## config.mk

```make
export PLATFORM = sky130hd
export DESIGN_NAME = nibble_packer
export DESIGN_NICKNAME = d
export VERILOG_FILES = /design/src/rtl/nibble_packer_pkg.sv /design/src/rtl/nibble_packer.sv
export SDC_FILE = /design/constraint.sdc
export NUM_CORES = 1
export LEC_CHECK = 0
export CORE_UTILIZATION = 25
export CTS_CLUSTER_DIAMETER = 50
export DETAILED_ROUTE_END_ITERATION = 10
export HOLD_SLACK_MARGIN = 0.02
export PLACE_DENSITY = 0.46
export SKIP_CTS_REPAIR_TIMING = 1
export SYNTH_ARGS = -nofsm -noshare
export SYNTH_HDL_FRONTEND = slang
export SYNTH_SLANG_ARGS = --single-unit
```

## constraint.sdc

```tcl
create_clock -name clk -period 2 [get_ports clk]
set_clock_uncertainty 0.1 [all_clocks]
set_input_delay 0.6 -clock clk [delete_from_list [all_inputs] [get_ports clk]]
set_output_delay 0.6 -clock clk [all_outputs]
set_load 0.03 [all_outputs]
```

## src/rtl/nibble_packer_pkg.sv

```systemverilog
// Constants shared by the nibble packer and the word-wide datapath.
// The slot helper keeps nibble placement identical in both blocks.
package nibble_packer_pkg;

    localparam int DEFAULT_DIN_W = 4;
    localparam int DEFAULT_RATIO = 4;

    function automatic int slot_index(input bit lsb_first, input int k, input int ratio);
        return lsb_first ? k : (ratio - 1 - k);
    endfunction

endpackage

```

## src/rtl/nibble_packer.sv

```systemverilog
// Packs RATIO input nibbles into one registered output word with a keep mask.
// The accumulator can hold one finished word while the output slot is stalled.
module nibble_packer
    import nibble_packer_pkg::*;
#(
    parameter int DIN_W     = DEFAULT_DIN_W,
    parameter int RATIO     = DEFAULT_RATIO,
    parameter bit LSB_FIRST = 1'b1
) (
    input  logic                   clk,
    input  logic                   rst_n,
    input  logic [DIN_W-1:0]       din,
    input  logic                   din_valid,
    input  logic                   din_last,
    output logic                   din_ready,
    output logic [DIN_W*RATIO-1:0] dout,
    output logic [RATIO-1:0]       dout_keep,
    output logic                   dout_last,
    output logic                   dout_valid,
    input  logic                   dout_ready
);

    localparam int W     = DIN_W * RATIO;
    localparam int CNT_W = $clog2(RATIO);

    logic [W-1:0]     acc_data_q, acc_data_d;
    logic [RATIO-1:0] acc_keep_q, acc_keep_d;
    logic [CNT_W-1:0] cnt_q, cnt_d;
    logic             acc_last_q, acc_last_d;
    logic             pending_q, pending_d;
    logic [W-1:0]     dout_q, dout_d;
    logic [RATIO-1:0] dout_keep_q, dout_keep_d;
    logic             dout_last_q, dout_last_d;
    logic             dout_valid_q, dout_valid_d;

    logic             out_free;
    logic             accept;
    logic             complete;
    int               slot_idx;
    logic [W-1:0]     merged_data;
    logic [RATIO-1:0] merged_keep;

    assign out_free  = !dout_valid_q || dout_ready;
    assign din_ready = !pending_q || out_free;
    assign accept    = din_valid && din_ready;
    assign complete  = accept && ((cnt_q == CNT_W'(RATIO - 1)) || din_last);

    // A pending word occupies the accumulator, so a new word starts from empty.
    always_comb begin
        slot_idx    = slot_index(LSB_FIRST, int'(cnt_q), RATIO);
        merged_data = pending_q ? '0 : acc_data_q;
        merged_keep = pending_q ? '0 : acc_keep_q;
        for (int i = 0; i < RATIO; i++) begin
            if (i == slot_idx) begin
                merged_data[i*DIN_W +: DIN_W] = din;
                merged_keep[i]                = 1'b1;
            end
        end
    end

    always_comb begin
        acc_data_d   = acc_data_q;
        acc_keep_d   = acc_keep_q;
        acc_last_d   = acc_last_q;
        cnt_d        = cnt_q;
        pending_d    = pending_q;
        dout_d       = dout_q;
        dout_keep_d  = dout_keep_q;
        dout_last_d  = dout_last_q;
        dout_valid_d = dout_valid_q;

        if (dout_valid_q && dout_ready) begin
            dout_valid_d = 1'b0;
        end

        if (pending_q && out_free) begin
            dout_d       = acc_data_q;
            dout_keep_d  = acc_keep_q;
            dout_last_d  = acc_last_q;
            dout_valid_d = 1'b1;
            pending_d    = 1'b0;
        end

        if (accept) begin
            if (complete) begin
                cnt_d = '0;
                if (!pending_q && out_free) begin
                    dout_d       = merged_data;
                    dout_keep_d  = merged_keep;
                    dout_last_d  = din_last;
                    dout_valid_d = 1'b1;
                    acc_data_d   = '0;
                    acc_keep_d   = '0;
                    acc_last_d   = 1'b0;
                end else begin
                    acc_data_d = merged_data;
                    acc_keep_d = merged_keep;
                    acc_last_d = din_last;
                    pending_d  = 1'b1;
                end
            end else begin
                acc_data_d = merged_data;
                acc_keep_d = merged_keep;
                acc_last_d = 1'b0;
                cnt_d      = cnt_q + 1'b1;
            end
        end
    end

    always_ff @(posedge clk or negedge rst_n) begin
        if (!rst_n) begin
            acc_data_q   <= '0;
            acc_keep_q   <= '0;
            acc_last_q   <= 1'b0;
            cnt_q        <= '0;
            pending_q    <= 1'b0;
            dout_q       <= '0;
            dout_keep_q  <= '0;
            dout_last_q  <= 1'b0;
            dout_valid_q <= 1'b0;
        end else begin
            acc_data_q   <= acc_data_d;
            acc_keep_q   <= acc_keep_d;
            acc_last_q   <= acc_last_d;
            cnt_q        <= cnt_d;
            pending_q    <= pending_d;
            dout_q       <= dout_d;
            dout_keep_q  <= dout_keep_d;
            dout_last_q  <= dout_last_d;
            dout_valid_q <= dout_valid_d;
        end
    end

    assign dout       = dout_q;
    assign dout_keep  = dout_keep_q;
    assign dout_last  = dout_last_q;
    assign dout_valid = dout_valid_q;

endmodule

```

Yosys cells after proc, flatten, opt, wreduce, memory -nomap -nowiden
Cells that the tools add are included.
{ "totals": {"reg_bits": 46, "latchBits": 0, "ramBits": 0, "mem_bits_ro": 0, "in_bits": 9, "out_inout_bits": 23, "elab_cells": 63, "mem_count": 0} }
{ "op_classes": {"addsub": 1, "mul": 0, "div_mod_pow": 0, "n_lt_le_gt_ge": 0, "eq_ne": 4, "n_shift": 0, "mux": 38, "n_bitwise": 0, "reduce_logical": 11} }
{ "ops": {"columns": ["cell", "n"], "rows": [
  ["$mux W16", 7],
  ["$mux W4", 11],
  ["$mux W1", 19],
  ["$logic_and A1 B1 Y1", 5],
  ["$eq A2 B2 Y1 const A", 2],
  ["$logic_or A1 B1 Y1", 3],
  ["$add A2 B1 Y2 const B", 1],
  ["$eq A1 B2 Y1 const A", 1],
  ["$eq A2 B2 Y1 const B", 1],
  ["$logic_not A1 Y1", 2],
  ["$logic_not A2 Y1", 1],
  ["$mux W2", 1]
]} }

Depth between registers and ports, before layout
Gate-level depths: netlist (run 1).
{ "depth": {"word_depth": 7, "mapped_depth": 6, "depth_no_buf": 5} }

Worst setup path before layout (run 1)
No wires, ideal clock.
{ "synth_path": {"path_kind": "input -> register", "start": "input port dout_ready", "end": "register acc_data_q[0]", "setup_time_ns": 0.137, "arrival_time_ns": 1.536, "required_ns": 1.763, "setup_slack_ns": 0.227, "path_stages": 4, "path_buffers": 1, "path_cell_list": "nand3b_1 nand2_1 buf_2 o31ai_1"} }
{ "synth_between": {"elab_chain_cells": 5, "elab_cells_between_ends": 7, "cone_classes": "2 x mux; 5 x reduce/logical"} }
{ "synth_rtl": {"columns": ["element", "line", "text"], "rows": [
  ["start, declared", "nibble_packer.sv:20", "input logic dout_ready"],
  ["$logic_or A1 B1 Y1 (*)", "nibble_packer.sv:43", "assign out_free = !dout_valid_q || dout_ready;"],
  ["$logic_or A1 B1 Y1", "nibble_packer.sv:44", "assign din_ready = !pending_q || out_free;"],
  ["$logic_and A1 B1 Y1", "nibble_packer.sv:45", "assign accept = din_valid && din_ready;"],
  ["$logic_and A1 B1 Y1", "nibble_packer.sv:46", "assign complete = accept && ((cnt_q == CNT_W'(RATIO - 1)) || din_last);"],
  ["$mux W16", "nibble_packer.sv:85", "if (complete) begin"],
  ["end signal, assigned", "nibble_packer.sv:122", "acc_data_q <= acc_data_d;"],
  ["end, declared", "nibble_packer.sv:26", "logic [W-1:0] acc_data_q, acc_data_d;"]
]} }
Mark *: on every way between the ends. The rest lies on a longest branch, timed or not.
A chain may end at the register's enable or synchronous reset.

Worst setup path in the final report (run 1)
{ "layout_path": {"start": "input port dout_ready", "end": "output port din_ready"} }
{ "layout_between": {"elab_chain_cells": 2} }
{ "layout_rtl": {"columns": ["element", "line", "text"], "rows": [
  ["$logic_or A1 B1 Y1", "nibble_packer.sv:43", null],
  ["$logic_or A1 B1 Y1", "nibble_packer.sv:44", null],
  ["end, declared", "nibble_packer.sv:15", "output logic din_ready,"]
]} }
No other way between the ends.

==> results.md, run 1 <==
* Outcome: finished, final reports clean
* Pleak at approximately 1.6 nW
* Max incr delay on CP at between 0.15 and 0.2 ns
* Vias at ~1700
* First-pass GRT wire length at 9.25 mm
* Total number of H-tree levels at 2
* Reg2Reg Setup Slack at 0.38 ns
* RSZ-0062 raised after global routing: no
* Slew @ Worst Pin at about 0.34 ns
* Area after DPL at 0.00279 mm²
* Post-Syn Area at 0.00224 mm²
* Diodes inserted at 0
* Setup TNS at 0 ns
* GRT met2 Usage at 19.2%
* Grt met1 use at 17.3%
* VDD IR max at approximately 390 µV
* Setup Crit Path Kind: input pin to primary output
* Power Total at 3.42 mW
* MaxCap Viol Count at 0
* Worst path cell trace: dlymetal6s2s_1 -> nand3b_1 -> buf_6
* Initial core utilization at 25.7%
* Grt peak-use layer: met2
* CTS Sinks at 46
* Syn_area_per_cell at 10.8 µm²
* Ys Warns at 0
* Post-place setup slack at -0.136 ns
* Post-synthesis sequential area ratio at 51.3%
* Fin. Hold Viols at 0
* Share of layout cells above drive strength 1 at 12.7%
* Setup crit start kind: input pin
* Largest net degree at the start of global routing at 47
* CP arrival at 1.09 ns
* Clk_lat worst skew at 0.30 ns
* Overall Global Routing Usage at between 10% and 20%
* CTS tree: built
* Vias in the first global route at about 1800
* Grt ovf at 0
* Cell variety after synth at 31
* I/O Pins at 32
* DR vias/cell at roughly 4.7
* Initial antenna violation count at 0
* Max Root-Sink Buffers at 2
* Final-stage net count at 263
* Tcrit/Tclk final at 89.3%
* DR pass1 iterations at 4
* Crit path max-delay cell type: nand3b_1
* CP top delay family: buffers and inverters
* Hold crit path type: input pin to asynchronous set/reset pin
* CTS root buffer: clkbuf_8
* Max_slew headroom at between 70% and 80%
* Die area at 0.00936 mm²
* Post-layout util at 33.9%
* Detailed Route Iter0 Violations at 73
* Worst Path Buf+Inv at 2
* Post-DP HPWL at 3.73 mm
* Met3 Use GR at 2.75%
* Finish-stage setup viols at 0
* Gate Count Post-Synth at 208
* Worst-path clk slew at 0.09 ns
* Final instance area at 0.00296 mm²
* Die Ht at 96.7 µm
* DRC at 0
* PortBufs at 31
* Core ar. at 0.00872 mm²
* WL per Instance at 15.2 µm
* Clock period minus worst slack at roughly 1.8 ns
* Min setup slack post-route at approximately 0.21 ns
* Area grow syn2layout at 31.7%
* DRT antenna net count at 0
* PD cells at between 1000 and 1500 mW/mm²
* Register bit total from synthesis at 46
* Final WL at 5.45 mm
* Syn_nets at between 200 and 250
* Pins Over Slew Limit at 0
* Critical Path End Type: primary output
* Max frequency at 0.560 GHz
* Required @ worst endpoint at 1.30 ns
* TritonCTS Buffers at 5
* Row count at 34
* Maximum fanout along the worst path at 3
* Die W at 96.7 µm
* Routability congestion estimate from global placement at roughly 0.72
==> cells by family after synthesis <==
logic type	count (synthesis)	synth area share, %
and+or+nand+nor	55	11.6
AOI/OAI and AO/OA	52	15.7
DFF	46	51.3
muxes	33	14.7
buffers and inverters	18	4.41
adders and majority gates	4	2.23
==> cell usage after synthesis (all sizes together) <==
cell type  count  area [µm²]
dfrtp         46        1150
mux2i         33         330
nand2         24        97.6
nor2          16        60.1
o31ai         16         120
a22oi         12        90.1
buf           12        75.1
a21oi         11        55.1
o21ai          8        43.8
ha             4        50.1
nor3           4        31.3
nor3b          4        30.0
clkbuf         3        12.5
inv            3        11.3
nand3          3        15.0
a22o           2        17.5
a21boi         1        7.51
and2           1        6.26
nand2b         1        6.26
nand3b         1        7.51
nor2b          1        6.26
o311ai         1        8.76
o32a           1        10.0
==> cells in the final DEF, fill, tap and decap left out, drive strengths merged <==
cell	count
nand3	3
dfrtp	46
o31ai	16
mux2i	33
nor2	16
nand3b	1
clkbuf	6
nor3b	4
and2	1
nor3	4
a21oi	11
o311ai	1
ha	4
a21boi	1
nand2	24
dlymetal6s2s	23
nor2b	1
buf	21
inv	3
nand2b	1
o32a	1
clkinvlp	1
o21ai	8
a22oi	12
a22o	2
clkdlybuf4s50	6
clkinv	1
==> sequential cells by signal, summed over array words and instances, names as in the netlist <==
register	cells
acc_keep_q	4
pending_q	1
dout_keep	4
cnt_q	2
dout_valid	1
acc_data_q	16
acc_last_q	1
dout_last	1
dout	16
==> power breakdown <==
group | switching (mW) | total (mW) | leakage (nW) | internal (mW)
clock network | 0.329 | 0.607 | 0.0472 | 0.278
logic | 0.821 | 1.43 | 0.968 | 0.610
registers | 0.171 | 1.38 | 0.600 | 1.21
==> cell type report <==
cell class | instances | area, µm²
Timing Repair Buffer | 50 | 569
Clock inverter | 2 | 12.5
Tap cell | 108 | 135
Clock buffer | 6 | 82.6
Inverter | 3 | 11.3
Sequential cell | 46 | 1150
Multi-Input combinational cell | 144 | 993
Fill cell | 908 | 5770
==> path summary, 6_finish.rpt <==
kind,startpoint,endpoint,cells past startpoint
worst min register to register,acc_data_q[3]$_DFFE_PN0N_,acc_data_q[3]$_DFFE_PN0N_,2
worst min-delay path,rst_n,dout[11]$_DFF_PN0_,2
worst max-delay path,dout_ready,din_ready,3
max in group asynchronous,rst_n,dout[2]$_DFF_PN0_,2
worst max register to register,cnt_q[1]$_DFFE_PN0N_,dout_keep[3]$_DFF_PN0_,6
min in group clk,acc_data_q[3]$_DFFE_PN0N_,acc_data_q[3]$_DFFE_PN0N_,2
==> through the flow <==
stage,hold slack [ns],cells
after floorplan,0.204,208
after global placement,0.385,350
after detailed placement,0.386,350
after CTS,0.176,358
after global routing,0.187,359
final,0.184,359
==> per-layer routing <==
metal  routed length, µm  share of wire, %
met2                2540                47
met5                   0                 0
met1                2650                49
met4                  35              0.64
met3                 230               4.2
(Power assumes the default switching activity.)
==> inputs of run 2 (changes only) <==
- CORE_UTILIZATION: 25 -> 30
- PLACE_DENSITY: 0.46 -> 0.54
- RECOVER_POWER: default -> 25
- clock period: 2 -> 1.51 ns (I/O delays scaled with it)
==> run 2 against run 1 <==
Compared with the run above:
- the run now ends with negative setup slack left
- worst setup slack got worse by 0.32 ns
- sequential cell count unchanged
- clock-buffer cell count decreased by 1
- design area increased by 8.0%
- largest cell class is now multi-input gates
- wire length increased by 3.8%
- highest routed layer unchanged
==> results.md, run 2 (synthesis results as in run 1) <==
* Required @ worst endpoint at 1.61 ns
* I/O Pins at 32
* Combinational power share at a little over two fifths
* DRT antenna net count at 0
* Tcrit/Tclk final at 107%
* Fin cells at 365
* Post-layout util at 44.0%
* Area grow syn2layout at 42.2%
* Max Root-Sink Buffers at 2
* CTS root buffer: clkbuf_8
* Critical Path End Type: flop
* PortBufs at 31
* Detailed Route Iter0 Violations at 39
* Failing checks: negative setup slack
* Slew @ Worst Pin at 1.05 ns
* Setup TNS at -1.84 ns
* Fin. Hold Viols at 0
* CP arrival at 1.72 ns
* Most common cell after layout, fill and taps aside: buf_4
* DRC at 0
* Psw at 1.89 mW
* Commonest non-fill, non-tap cells in the layout: buf_4, dfrtp_1, mux2i_1, nand2_1, nor2_1
* TritonCTS Buffers at 5
* MaxCap Viol Count at 0
* Area after DPL at 0.00279 mm²
* Max incr delay on CP at 0.39 ns
* Initial antenna violation count at 0
* RSZ-0062 raised after global routing: yes
* Sw Share at 38.5%
* Finish-stage setup viols at 34
* VDD IR max at 404 µV
* Max_slew headroom at 29.8%
* Crit path max-delay cell type: dfrtp_1
* Core ar. at 0.00725 mm²
* Pleak at ~1.5 nW
* Placed Instances at 349
* Die Ht at 88.5 µm
* Sequential cell area at 0.00115 mm²
* Setup Crit Path Kind: flop to flop
* Routability congestion estimate from global placement at 0.728
* Clk_lat worst skew at 0.30 ns
* Initial core utilization at 30.9%
* First-pass GRT wire length at 8.29 mm
* Share of layout cells above drive strength 1 at between 30 and 40%
* Outcome: finished with violations
* Final WL at 5.66 mm
* Row count at 31
* CTS tree: built
* Maximum fanout along the worst path at 5
* Diodes inserted at 0
* Pins Over Slew Limit at 0
* Vias in the first global route at 1673
* DR pass1 iterations at 4
* Overall Global Routing Usage at between 10% and 20%
* Worst-path clk slew at roughly 0.10 ns
* Total number of H-tree levels at 2
* PD cells at 1540 mW/mm²
* Pint at 3.03 mW
* Post-place setup slack at -0.459 ns
* Hold crit path type: input pin to asynchronous set/reset pin
* FILL cells at slightly below 700
* Clock period minus worst slack at 1.62 ns
* Clock Power Share at 18.9%
* Area of the multi-input gates at 0.00118 mm²
* Vias at 1801
* Die W at 88.5 µm
* Reg power frac at between 30% and 40%
* Post-DP HPWL at 3.52 mm
* Final instance area at 0.00319 mm²
* WL per Instance at 15.5 µm
* Final-stage net count at 278
* Worst path cell trace: ha_2 -> o21ai_4 -> nor3_4 -> buf_6 -> clkbuf_16 -> o31ai_2
* Die area at 0.00783 mm²
* Min setup slack post-route at -0.110 ns
* Grt ovf at 0
* DR vias/cell at 4.93
* Max frequency at ~0.62 GHz
* Setup crit start kind: flop
* Largest net degree at the start of global routing at 47
* CTS Sinks at 46
## run 2: changes by cell type in the layout (fill, tap and decap cells not counted), moves of 4 or more
cell            previous run  this run
buf_4                     14        46
dlymetal6s2s_1            23         3
o31ai_1                   16         8
a22oi_1                   12         6
a22oi_2                    0         6
nor2_1                    16        11
nor2_2                     0         5
o31ai_2                    0         5
ha_1                       4         0
## run 2: power by group through the flow
| stage | combinational [mW] | clock [mW] | sequential (mW) |
|---|---|---|---|
| 6_report | 2.14 | 0.930 | 1.85 |
| 5_1_grt | 2.31 | 1.00 | 1.90 |
| 4_1_cts | 1.93 | 0.958 | 1.85 |
| 3_5_place_dp | 1.92 | 0 | 1.88 |
| 3_3_place_gp | 1.90 | 0 | 1.87 |
| 2_1_floorplan | 0.751 | 0 | 2.30 |
## run 2: worst max-delay path, delay by kind of cell, from the launching register on
family / cells / cell delay [ns]
DFF: 1 / 0.39
buffers and inverters: 2 / 0.28
adders and majority gates: 1 / 0.21
and+or+nand+nor: 1 / 0.09
AOI/OAI and AO/OA: 2 / 0.46
## run 2: cell type report
class	instances	share of cell area, %
flip-flops and latches	46	36.1
clock inverters	3	1.37
repair buffers	65	19.1
clock buffers	5	2.16
inverters	3	0.353
well taps	99	3.88
multi-input cells	144	37.1
## run 2: worst paths after layout
path	from	to	slack, ns	depth (start not counted)
max	cnt_q[0]$_DFFE_PN0N_	acc_data_q[2]$_DFFE_PN0N_	-0.11	6
min	rst_n	acc_data_q[8]$_DFFE_PN0N_	0.32	2
min reg2reg	acc_data_q[7]$_DFFE_PN0N_	acc_data_q[7]$_DFFE_PN0N_	0.41	2
max reg2reg	cnt_q[0]$_DFFE_PN0N_	acc_data_q[2]$_DFFE_PN0N_	-0.11	6
max in group asynchronous	rst_n	dout_valid$_DFF_PN0_	0.27	2
min in group clk	acc_data_q[7]$_DFFE_PN0N_	acc_data_q[7]$_DFFE_PN0N_	0.41	2
## run 2: metrics by stage
stage | power [mW] | hold WS [ns]
floorplan | 3.05 | 0.0574
global placement | 3.77 | 0.360
detailed placement | 3.79 | 0.359
CTS | 4.74 | 0.0278
global route | 5.22 | 0.430
finish | 4.92 | 0.322
## run 2: routing by layer
metal | global-route usage (%) | part of all wire, % | vias to the layer above
li1 | - | - | 868
met3 | 2.33 | 2.6 | 7
met2 | 23.2 | 48 | 29
met4 | 4.40 | 1.4 | 0
met1 | 18.9 | 48 | 897
met5 | 0 | 0 | -
==> RTL change (config.mk and constraints of run 1) <==
`DEFAULT_RATIO`: 4 -> 2.
--- a/src/rtl/nibble_packer_pkg.sv
+++ b/src/rtl/nibble_packer_pkg.sv
@@ -4,5 +4,5 @@
 
     localparam int DEFAULT_DIN_W = 4;
-    localparam int DEFAULT_RATIO = 4;
+    localparam int DEFAULT_RATIO = 2;
 
     function automatic int slot_index(input bit lsb_first, input int k, input int ratio);
Ports: changed (resized dout and dout_keep); port bits go from 32 to 22. No check against the original RTL was run, so the function may have changed too.
==> RTL change against run 1 <==
The flow now finishes with violations (DRC). Routed wire length fell by 46%. Non-clock buffer count fell by 10. Fmax fell by 4.3%. Sequential cell count fell by 21. Setup slack got worse by 80 ps. Synthesized area fell by 47%. Power fell by 42%. Design area fell by 44%. Critical endpoint is now dout_keep[1]$_DFF_PN0_.
==> RTL change: results (changes against run 1) <==
[clocking]
clk_latency_ps = 270  ; -30 ps
h-tree-depth = 1  ; -1
numCtsBuffers = 3  ; -2

[detailed_routing]
wl_met1_um = 1440  ; -45%
via_per_inst = 4.80  ; +1.5%
route.met3.wl_um = 50  ; -78%
drcViolationCount = 1  ; +1
met2_wirelength_um = 1420  ; -44%
wirelength_um = 2960  ; -46%

[grt]
grt_usage = 0.128  ; +0.00508
grt_pass1_vias = 1029  ; -41%
grt_start_max_net_pins = 26  ; -45%

[pwr]
p_int_w = 0.00121  ; -42%
ir_worst_vdd_uv = 381  ; -1.3%

[critical_path]
cp_data_arrival_time_ps = 1920  ; +830 ps
worstReg2RegEnd = acc_data_q[7]$_DFFE_PN0N_
ff2ff_setup_slack_ps = 420  ; +40 ps
worst-r2r-cell-count = 7  ; +1
r2r-start = pending_q$_DFF_PN0_

[run_status]
violations = DRC
status = finished with violations

[timing]
worst_pin_slew_ps = 337  ; -2.52 ps

[placed_design]
io_buffers = 21  ; -32%
gp_congestion = 0.830  ; +16%

[logic_synthesis]
synth.area.top_cells = dfrtp_1 52%, a21oi_1 6.3%, a211oi_1 5.0%
synthesis.nets = 130  ; -41%

[cells_and_area]
drive_above_1_share = 0.167  ; +0.0392
nets = 166  ; -37%

-- RTL change: changes by cell type after synthesis, moves of 9 or more --
cell	change
a22oi_1	-9
mux2i_1	-32
dfrtp_1	-21
nor2_1	-14
-- RTL change: cells by family after synthesis --
logic type / share of synthesized area
compound gates: 0.239
xor+xnor: 0.00730
buf+inv: 0.0407
flops: 0.521
mux: 0.00834
simple gates: 0.184
-- RTL change: area by class of cell --
type,instances,area (um2),area share
clock buffer,3,41.3,0.0249
clock inverter,1,7.51,0.00454
inverter,1,3.75,0.00227
multi-input combinational,86,526,0.317
sequential,25,626,0.378
tap,52,65.1,0.0393
timing repair buffer,40,387,0.234
-- RTL change: how the worst max path moves through the flow --
| stage | to | slack (ps) | depth (start not counted) | startpoint |
|---|---|---|---|---|
| floorplan | acc_keep_q[0]$_DFFE_PN0N_ | 130 | 5 | dout_ready |
| global placement | dout_keep[1]$_DFF_PN0_ | -150 | 5 | dout_ready |
| detailed placement | dout_keep[1]$_DFF_PN0_ | -200 | 5 | dout_ready |
| CTS | din_ready | -70 | 3 | dout_ready |
| global route | dout[2]$_DFF_PN0_ | 2 | 6 | din_last |
| finish | dout_keep[1]$_DFF_PN0_ | 130 | 5 | din_last |
-- RTL change: per-layer routing --
| metal | vias up | global-route usage |
|---|---|---|
| met5 | - | 0 |
| met4 | 0 | 0.0533 |
| met3 | 4 | 0.0197 |
| met2 | 9 | 0.200 |
| met1 | 474 | 0.177 |
| li1 | 511 | - |
-- RTL change: power groups by stage --
stage,combinational [W],sequential (W),clock (W)
after CTS,0.000924,0.000786,0.000327
final,0.000901,0.000777,0.000315
after floorplan,0.000316,0.00101,0
after global placement,0.000921,0.000791,0
after global routing,0.000976,0.000808,0.000354
after detailed placement,0.000919,0.000795,0
-- RTL change: stage by stage --
stage          hold WS [ps]  cells  TNS (ps)  setup slack (ps)  area [um2]
2_1_floorplan           204    121         0               129        1200
3_3_place_gp            371    203     -1910              -148        1560
3_5_place_dp            382    203     -2380              -200        1560
4_1_cts                 406    207      -249             -74.3        1610
5_1_grt                 438    208         0              2.50        1660
6_report                402    208         0               133        1660
-- RTL change: worst max-delay path: stages --
cell and delay [ps]:
clkdlybuf4s50_1 410, or2_1 240, and4_4 200, and2_4 150
a311o_1 310
